File: src/rtl/shared_pkg.sv
// Shared types and default widths for the SPI/host RAM arbiter.
package shared_pkg;

  localparam int MEM_WIDTH = 8;
  localparam int ADDR_SIZE = 8;

  typedef enum logic [1:0] {
    ARB_IDLE  = 2'd0,
    ARB_ISSUE = 2'd1,
    ARB_RDATA = 2'd2
  } arb_state_e;

  typedef enum logic [1:0] {
    WR_ADDR = 2'b00,
    WR_DATA = 2'b01,
    RD_ADDR = 2'b10,
    RD_DATA = 2'b11
  } spi_cmd_e;

  typedef enum logic {
    OWN_SPI  = 1'b0,
    OWN_HOST = 1'b1
  } owner_e;

endpackage

File: src/rtl/arb_rr2.sv
// Two-requester round-robin grant (SPI vs host). On a tie the requester that
// did not win last time is chosen; last_grant only moves when advance_i is set.
module arb_rr2 (
  input  logic clk,
  input  logic rst_n,
  input  logic req_spi_i,
  input  logic req_host_i,
  input  logic advance_i,
  output logic gnt_any_o,
  output logic gnt_host_o
);
  import shared_pkg::*;

  owner_e last_grant_q;
  owner_e last_grant_d;

  assign gnt_any_o = req_spi_i | req_host_i;

  always_comb begin
    gnt_host_o = req_host_i;
    if (req_spi_i && req_host_i) begin
      gnt_host_o = (last_grant_q == OWN_SPI);
    end
  end

  always_comb begin
    last_grant_d = last_grant_q;
    if (advance_i && gnt_any_o) begin
      last_grant_d = gnt_host_o ? OWN_HOST : OWN_SPI;
    end
  end

  // Reset to HOST so SPI wins the first tie.
  always_ff @(posedge clk) begin
    if (!rst_n) begin
      last_grant_q <= OWN_HOST;
    end else begin
      last_grant_q <= last_grant_d;
    end
  end

endmodule

File: src/rtl/spi_ram_arbiter.sv
// Arbitrates a single-port RAM between an SPI command stream and a host port.
// SPI data accesses wait in a one-entry buffer; the host holds its request until granted.
module spi_ram_arbiter #(
  parameter int MEM_WIDTH = shared_pkg::MEM_WIDTH,
  parameter int ADDR_SIZE = shared_pkg::ADDR_SIZE
) (
  input  logic                 clk,
  input  logic                 rst_n,
  input  logic [MEM_WIDTH+1:0] rx_data,
  input  logic                 rx_valid,
  output logic [MEM_WIDTH-1:0] tx_data,
  output logic                 tx_valid,
  input  logic                 host_req,
  input  logic                 host_we,
  input  logic [ADDR_SIZE-1:0] host_addr,
  input  logic [MEM_WIDTH-1:0] host_wdata,
  output logic                 host_gnt,
  output logic [MEM_WIDTH-1:0] host_rdata,
  output logic                 host_rvalid,
  output logic                 ram_en,
  output logic                 ram_we,
  output logic [ADDR_SIZE-1:0] ram_addr,
  output logic [MEM_WIDTH-1:0] ram_wdata,
  input  logic [MEM_WIDTH-1:0] ram_rdata,
  output logic                 spi_ovf,
  output logic [1:0]           dbg_state_o
);
  import shared_pkg::*;

  arb_state_e           state_q;
  logic                 pend_q;
  logic                 pend_we_q;
  logic [ADDR_SIZE-1:0] pend_addr_q;
  logic [MEM_WIDTH-1:0] pend_data_q;
  logic [ADDR_SIZE-1:0] wr_addr_q;
  logic [ADDR_SIZE-1:0] rd_addr_q;
  owner_e               owner_q;
  logic                 cap_we_q;
  logic [ADDR_SIZE-1:0] cap_addr_q;
  logic [MEM_WIDTH-1:0] cap_data_q;
  logic [MEM_WIDTH-1:0] tx_data_q;
  logic                 tx_valid_q;
  logic [MEM_WIDTH-1:0] host_rdata_q;
  logic                 host_rvalid_q;
  logic                 spi_ovf_q;

  spi_cmd_e             rx_cmd;
  logic [MEM_WIDTH-1:0] rx_payload;
  logic                 rx_access;
  logic                 in_idle;
  logic                 gnt_any;
  logic                 gnt_host;
  logic                 grant_fire;
  logic                 spi_take;

  assign rx_cmd     = spi_cmd_e'(rx_data[MEM_WIDTH+1:MEM_WIDTH]);
  assign rx_payload = rx_data[MEM_WIDTH-1:0];
  assign rx_access  = rx_valid && (rx_cmd == WR_DATA || rx_cmd == RD_DATA);
  assign in_idle    = (state_q == ARB_IDLE);

  arb_rr2 u_arb (
    .clk        (clk),
    .rst_n      (rst_n),
    .req_spi_i  (pend_q),
    .req_host_i (host_req),
    .advance_i  (in_idle),
    .gnt_any_o  (gnt_any),
    .gnt_host_o (gnt_host)
  );

  // Handshake: the host holds req/we/addr/wdata stable; the cycle in which
  // host_gnt is high is the transfer cycle, after which the host may move on.
  assign grant_fire = in_idle && gnt_any;
  assign spi_take   = grant_fire && !gnt_host;
  assign host_gnt   = grant_fire && gnt_host;

  always_ff @(posedge clk) begin
    if (!rst_n) begin
      state_q       <= ARB_IDLE;
      pend_q        <= 1'b0;
      pend_we_q     <= 1'b0;
      pend_addr_q   <= '0;
      pend_data_q   <= '0;
      wr_addr_q     <= '0;
      rd_addr_q     <= '0;
      owner_q       <= OWN_SPI;
      cap_we_q      <= 1'b0;
      cap_addr_q    <= '0;
      cap_data_q    <= '0;
      tx_data_q     <= '0;
      tx_valid_q    <= 1'b0;
      host_rdata_q  <= '0;
      host_rvalid_q <= 1'b0;
      spi_ovf_q     <= 1'b0;
    end else begin
      tx_valid_q    <= 1'b0;
      host_rvalid_q <= 1'b0;
      spi_ovf_q     <= 1'b0;

      if (rx_valid && rx_cmd == WR_ADDR) wr_addr_q <= ADDR_SIZE'(rx_payload);
      if (rx_valid && rx_cmd == RD_ADDR) rd_addr_q <= ADDR_SIZE'(rx_payload);

      // A new SPI access loaded in the grant cycle is a refill, not an overflow.
      if (spi_take) pend_q <= 1'b0;
      if (rx_access) begin
        pend_q      <= 1'b1;
        pend_we_q   <= (rx_cmd == WR_DATA);
        pend_addr_q <= (rx_cmd == WR_DATA) ? wr_addr_q : rd_addr_q;
        pend_data_q <= rx_payload;
        if (pend_q && !spi_take) spi_ovf_q <= 1'b1;
      end

      case (state_q)
        ARB_IDLE: begin
          if (grant_fire) begin
            owner_q    <= gnt_host ? OWN_HOST : OWN_SPI;
            cap_we_q   <= gnt_host ? host_we : pend_we_q;
            cap_addr_q <= gnt_host ? host_addr : pend_addr_q;
            cap_data_q <= gnt_host ? host_wdata : pend_data_q;
            state_q    <= ARB_ISSUE;
          end
        end
        ARB_ISSUE: begin
          state_q <= cap_we_q ? ARB_IDLE : ARB_RDATA;
        end
        ARB_RDATA: begin
          if (owner_q == OWN_HOST) begin
            host_rdata_q  <= ram_rdata;
            host_rvalid_q <= 1'b1;
          end else begin
            tx_data_q  <= ram_rdata;
            tx_valid_q <= 1'b1;
          end
          state_q <= ARB_IDLE;
        end
        default: state_q <= ARB_IDLE;
      endcase
    end
  end

  assign ram_en      = (state_q == ARB_ISSUE);
  assign ram_we      = ram_en && cap_we_q;
  assign ram_addr    = cap_addr_q;
  assign ram_wdata   = cap_data_q;
  assign tx_data     = tx_data_q;
  assign tx_valid    = tx_valid_q;
  assign host_rdata  = host_rdata_q;
  assign host_rvalid = host_rvalid_q;
  assign spi_ovf     = spi_ovf_q;
  assign dbg_state_o = state_q;

endmodule

File: config.mk
export PLATFORM = sky130hd
export DESIGN_NAME = spi_ram_arbiter
export DESIGN_NICKNAME = d
export VERILOG_FILES = /design/src/rtl/shared_pkg.sv /design/src/rtl/arb_rr2.sv /design/src/rtl/spi_ram_arbiter.sv
export SDC_FILE = /design/constraint.sdc
export NUM_CORES = 1
export LEC_CHECK = 0
export BUFFER_PORTS_ARGS = -buffer_cell sky130_fd_sc_hd__clkbuf_2
export CAP_MARGIN = 20
export CORE_MARGIN = 2
export CORE_UTILIZATION = 51
export CTS_CLUSTER_SIZE = 12
export DETAILED_ROUTE_END_ITERATION = 8
export GPL_TIMING_DRIVEN = 0
export PLACE_DENSITY_LB_ADDON = 0.05
export SYNTH_ARGS = -nofsm -noshare
export SYNTH_HDL_FRONTEND = slang
export SYNTH_SLANG_ARGS = --single-unit
File: constraint.sdc
create_clock -name clk -period 1.8 [get_ports clk]
set_input_delay 0.18 -clock clk [delete_from_list [all_inputs] [get_ports clk]]
set_output_delay 0.18 -clock clk [all_outputs]
set_load 0.005 [all_outputs]
==> impl_results.md <==
* Outcome: finished, final reports clean
* Number of placed I/O pins at 79
* Overall overflow remaining after global route at 0
* Worst slew pin tran at 0.493 ns
* PnR worst setup slack at 0.146 ns
* Ranking of synthesized cells by area: dfxtp_1 51%, mux2i_1 14%, nor2_1 5.6%
* Number of detailed-route iterations in the first pass at 4
* Reg-to-Reg End: tx_data[1]$_SDFFE_PN0P_
* Global routing usage summed across all routing layers at 23.2%
* Count of hold-fix buffers inserted at cts at 0
* Clock insertion delay at the later pin of the skew report at 0.34 ns
* Synthesis-to-finish area growth at 23.5%
* Max Buffers Root-to-Sink at 2
* CTS tree: yes
* Crit path from: pend_q$_SDFFE_PN0P_
* Cell area after layout at 0.00358 sq mm
* Number of enable-type register cells in the synthesized netlist at 0
* Cell accounting for the most synthesized area: dfxtp_1
* Maximum clock rate at 605 MHz
* Post-synthesis instance total at 310
* Maxcap violations at 0
* Crit. End Element: output pin
* Post-synthesis register bit count at 74
* Arrival time worst endpoint at 1.47 ns
* Wire length of the first global-routing pass at 11300 um
* Antenna Violating Nets Remaining at 0
* Share of synthesized registers carrying an async set or reset at 0%
* Type of element launching the critical path: flop
* DIE HEIGHT at 79.4 um
* Power, Total at 3.41 mW
* Synth cell types at 28
* Clock buffer count from CTS at 9
* Worst Min Path Start: ram_rdata[2]
* Worst R2R Setup Slack at 0.30 ns
* Net count reported at finish at 439
* Placed cell area at 0.00338 sq mm
* Worst reg2reg path startpoint: dbg_state_o[1]$_SDFFE_PN0P_
* Width of the chip at 79.4 um
* Worst min-delay path endpoint: host_rdata[2]$_SDFFE_PN0P_
* Minimum clock period after layout at 1.65 ns
* Number of H-tree branching levels at 3
* Fraction of final layout cells with drive strength greater than 1 at 28.4%
* Share of the cycle needed by the critical path after routing at 91.9%
* Via count of the first global-routing pass at 2375
* Path type of the worst setup path: reg -> out
* Clock input transition at the sequential cells of the worst setup and hold paths at 0.08 ns
* Most common library cells after synthesis: 74 x dfxtp_1, 43 x nor2_1, 40 x mux2i_1, 19 x o21ai_0, 18 x nand2_1
* Core ar. at 0.00551 sq mm
* Static Leakage at 1.58 nW
* Number of antenna cells inserted at 0
* RD Place Congestion at 0.774
* Antenna violations before repair at 0
* Most common cell in the netlist: dfxtp_1
* Post-synth top flop: dfxtp_1
* Number of design rule violations left after detail routing at 0
* Hold Path Stages at 3
* Unrepaired setup endpoints after global routing: false
* Via Count at 2540
* Ys Warns at 0
* Port Buffers at 78
* Final hold viol count at 0
* Sequential fraction of the synthesis area at 51.1%
* Maximum number of pins on one net before global-route repair at 14
* HPWL after detailed placement at 4860 um
* Mean cell area of the mapped netlist at 9.36 sq um
* Initial core utilization at 52.7%
* Setup violations, final at 0
* Clock tree sinks at 74
* Avg WL per Cell at 14.0 um
* Vias per std cell at 5.32
* Max Transition Viols Final at 0
* Site row count at 27
* Pre-CTS worst setup slack at 0.243 ns
* Core Util, Final at 65.1%
* Die Outline Area at 0.00631 sq mm
* Classification of the worst-slack hold path: in -> reg
* Yosys top cell area share at 51.1%
* Length in cells of the worst reg-to-reg path at 4
* Total Wirelength at 6670 um
* Clock root cell: clkbuf_8
* Post-synthesis net count at 349
* Power Density at 953 mW/mm^2
* Setup tns final at 0 ns
* Relative max-transition margin at 67.1%
* Setup skew after layout at 0.00705 ns
* Post-synthesis cell area at 0.00290 sq mm
* Worst VDD drop at 543 uV
* Critical Path RT at 1.62 ns
* Max Fanout on Critical Path at 10
* Number of DRC markers in iteration 0 at 136
[worst max path at each step]
stage,slack (ns),end,depth (start not counted)
after detailed placement,0.24,host_gnt,6
after CTS,0.13,host_gnt,6
after global placement,0.24,host_gnt,6
after floorplan,0.51,host_gnt,5
after global routing,0.01,host_gnt,6
final,0.15,host_gnt,6
[worst max-delay path, stage by stage (launching register included)]
cell	delay (ns)
dfxtp_1	0.33
buf_6	0.14
a211oi_4	0.23
buf_6	0.18
nand2_1	0.10
inv_1	0.06
clkbuf_2	0.10
[layout by cell type, fill, tap and decap left out, drive strengths merged]
cell type,Yosys,final
dfxtp,74,74
or2,1,1
a211oi,10,10
buf,15,16
nand2b,1,1
a21oi,9,9
nand3,18,18
mux2i,40,40
o21a,1,1
nor2b,1,1
a31oi,17,17
nand4,17,17
and2,3,3
o21ai,19,19
inv,2,2
nor3b,3,3
a21boi,1,1
nor2,44,44
nand2,18,18
nor3,1,1
bufinv,0,1
clkinv,0,5
clkbuf,12,99
clkinvlp,0,1
nand3b,2,2
and3,1,1
[registers in the layout, indices dropped and copies added, names as in the netlist, 2 cells and up]
signal,cells
host_rdata,8
rd_addr_q,8
wr_addr_q,8
pend_data_q,8
tx_data,8
ram_wdata,8
dbg_state_o,2
ram_addr,8
pend_addr_q,8
[cell type report]
cell class,instances,area (sq um)
plain buffers,27,139
clock buffers,9,124
clock inverters,7,70.1
fillers,484,1920
inverters,2,7.51
multi-input cells,207,1270
flip-flops and latches,74,1480
well taps,72,90.1
repair buffers,79,398
[where the power goes]
part / internal, mW / leakage [nW] / total (mW) / switching, mW
clock network: 0.637 / 0.0990 / 1.26 / 0.620
registers: 1.71 / 0.604 / 1.76 / 0.0457
logic: 0.172 / 0.882 / 0.399 / 0.227
total: 2.52 / 1.58 / 3.41 / 0.892
[per-layer routing]
metal  track usage (%)  vias to the layer above  share of wire, %
li1                  -                     1283                 -
met1              32.2                     1166                48
met2              34.9                       85                44
met3              5.88                        6               7.0
met4              8.97                        0               1.4
met5                 0                        -                 0
[through the flow]
stage	hold slack, ns	std cells
CTS	0.0596	477
floorplan	0.252	310
global route	0.0695	477
finish	0.0761	477
detailed placement	0.421	460
global placement	0.422	460
[timing repair]
item | in CTS | in global routing
endpoints found under the setup margin | 1 | 0
resized for setup | 0 | 0
setup buffers | 1 | 0
[kinds of logic after synthesis]
kind of cell / share of synthesized area (%)
AND/OR/NAND/NOR: 18.0
flip-flops: 51.1
AO/OA/AOI/OAI: 12.0
multiplexers: 13.8
buffers and inverters: 5.05
(Power assumes the default switching activity.)
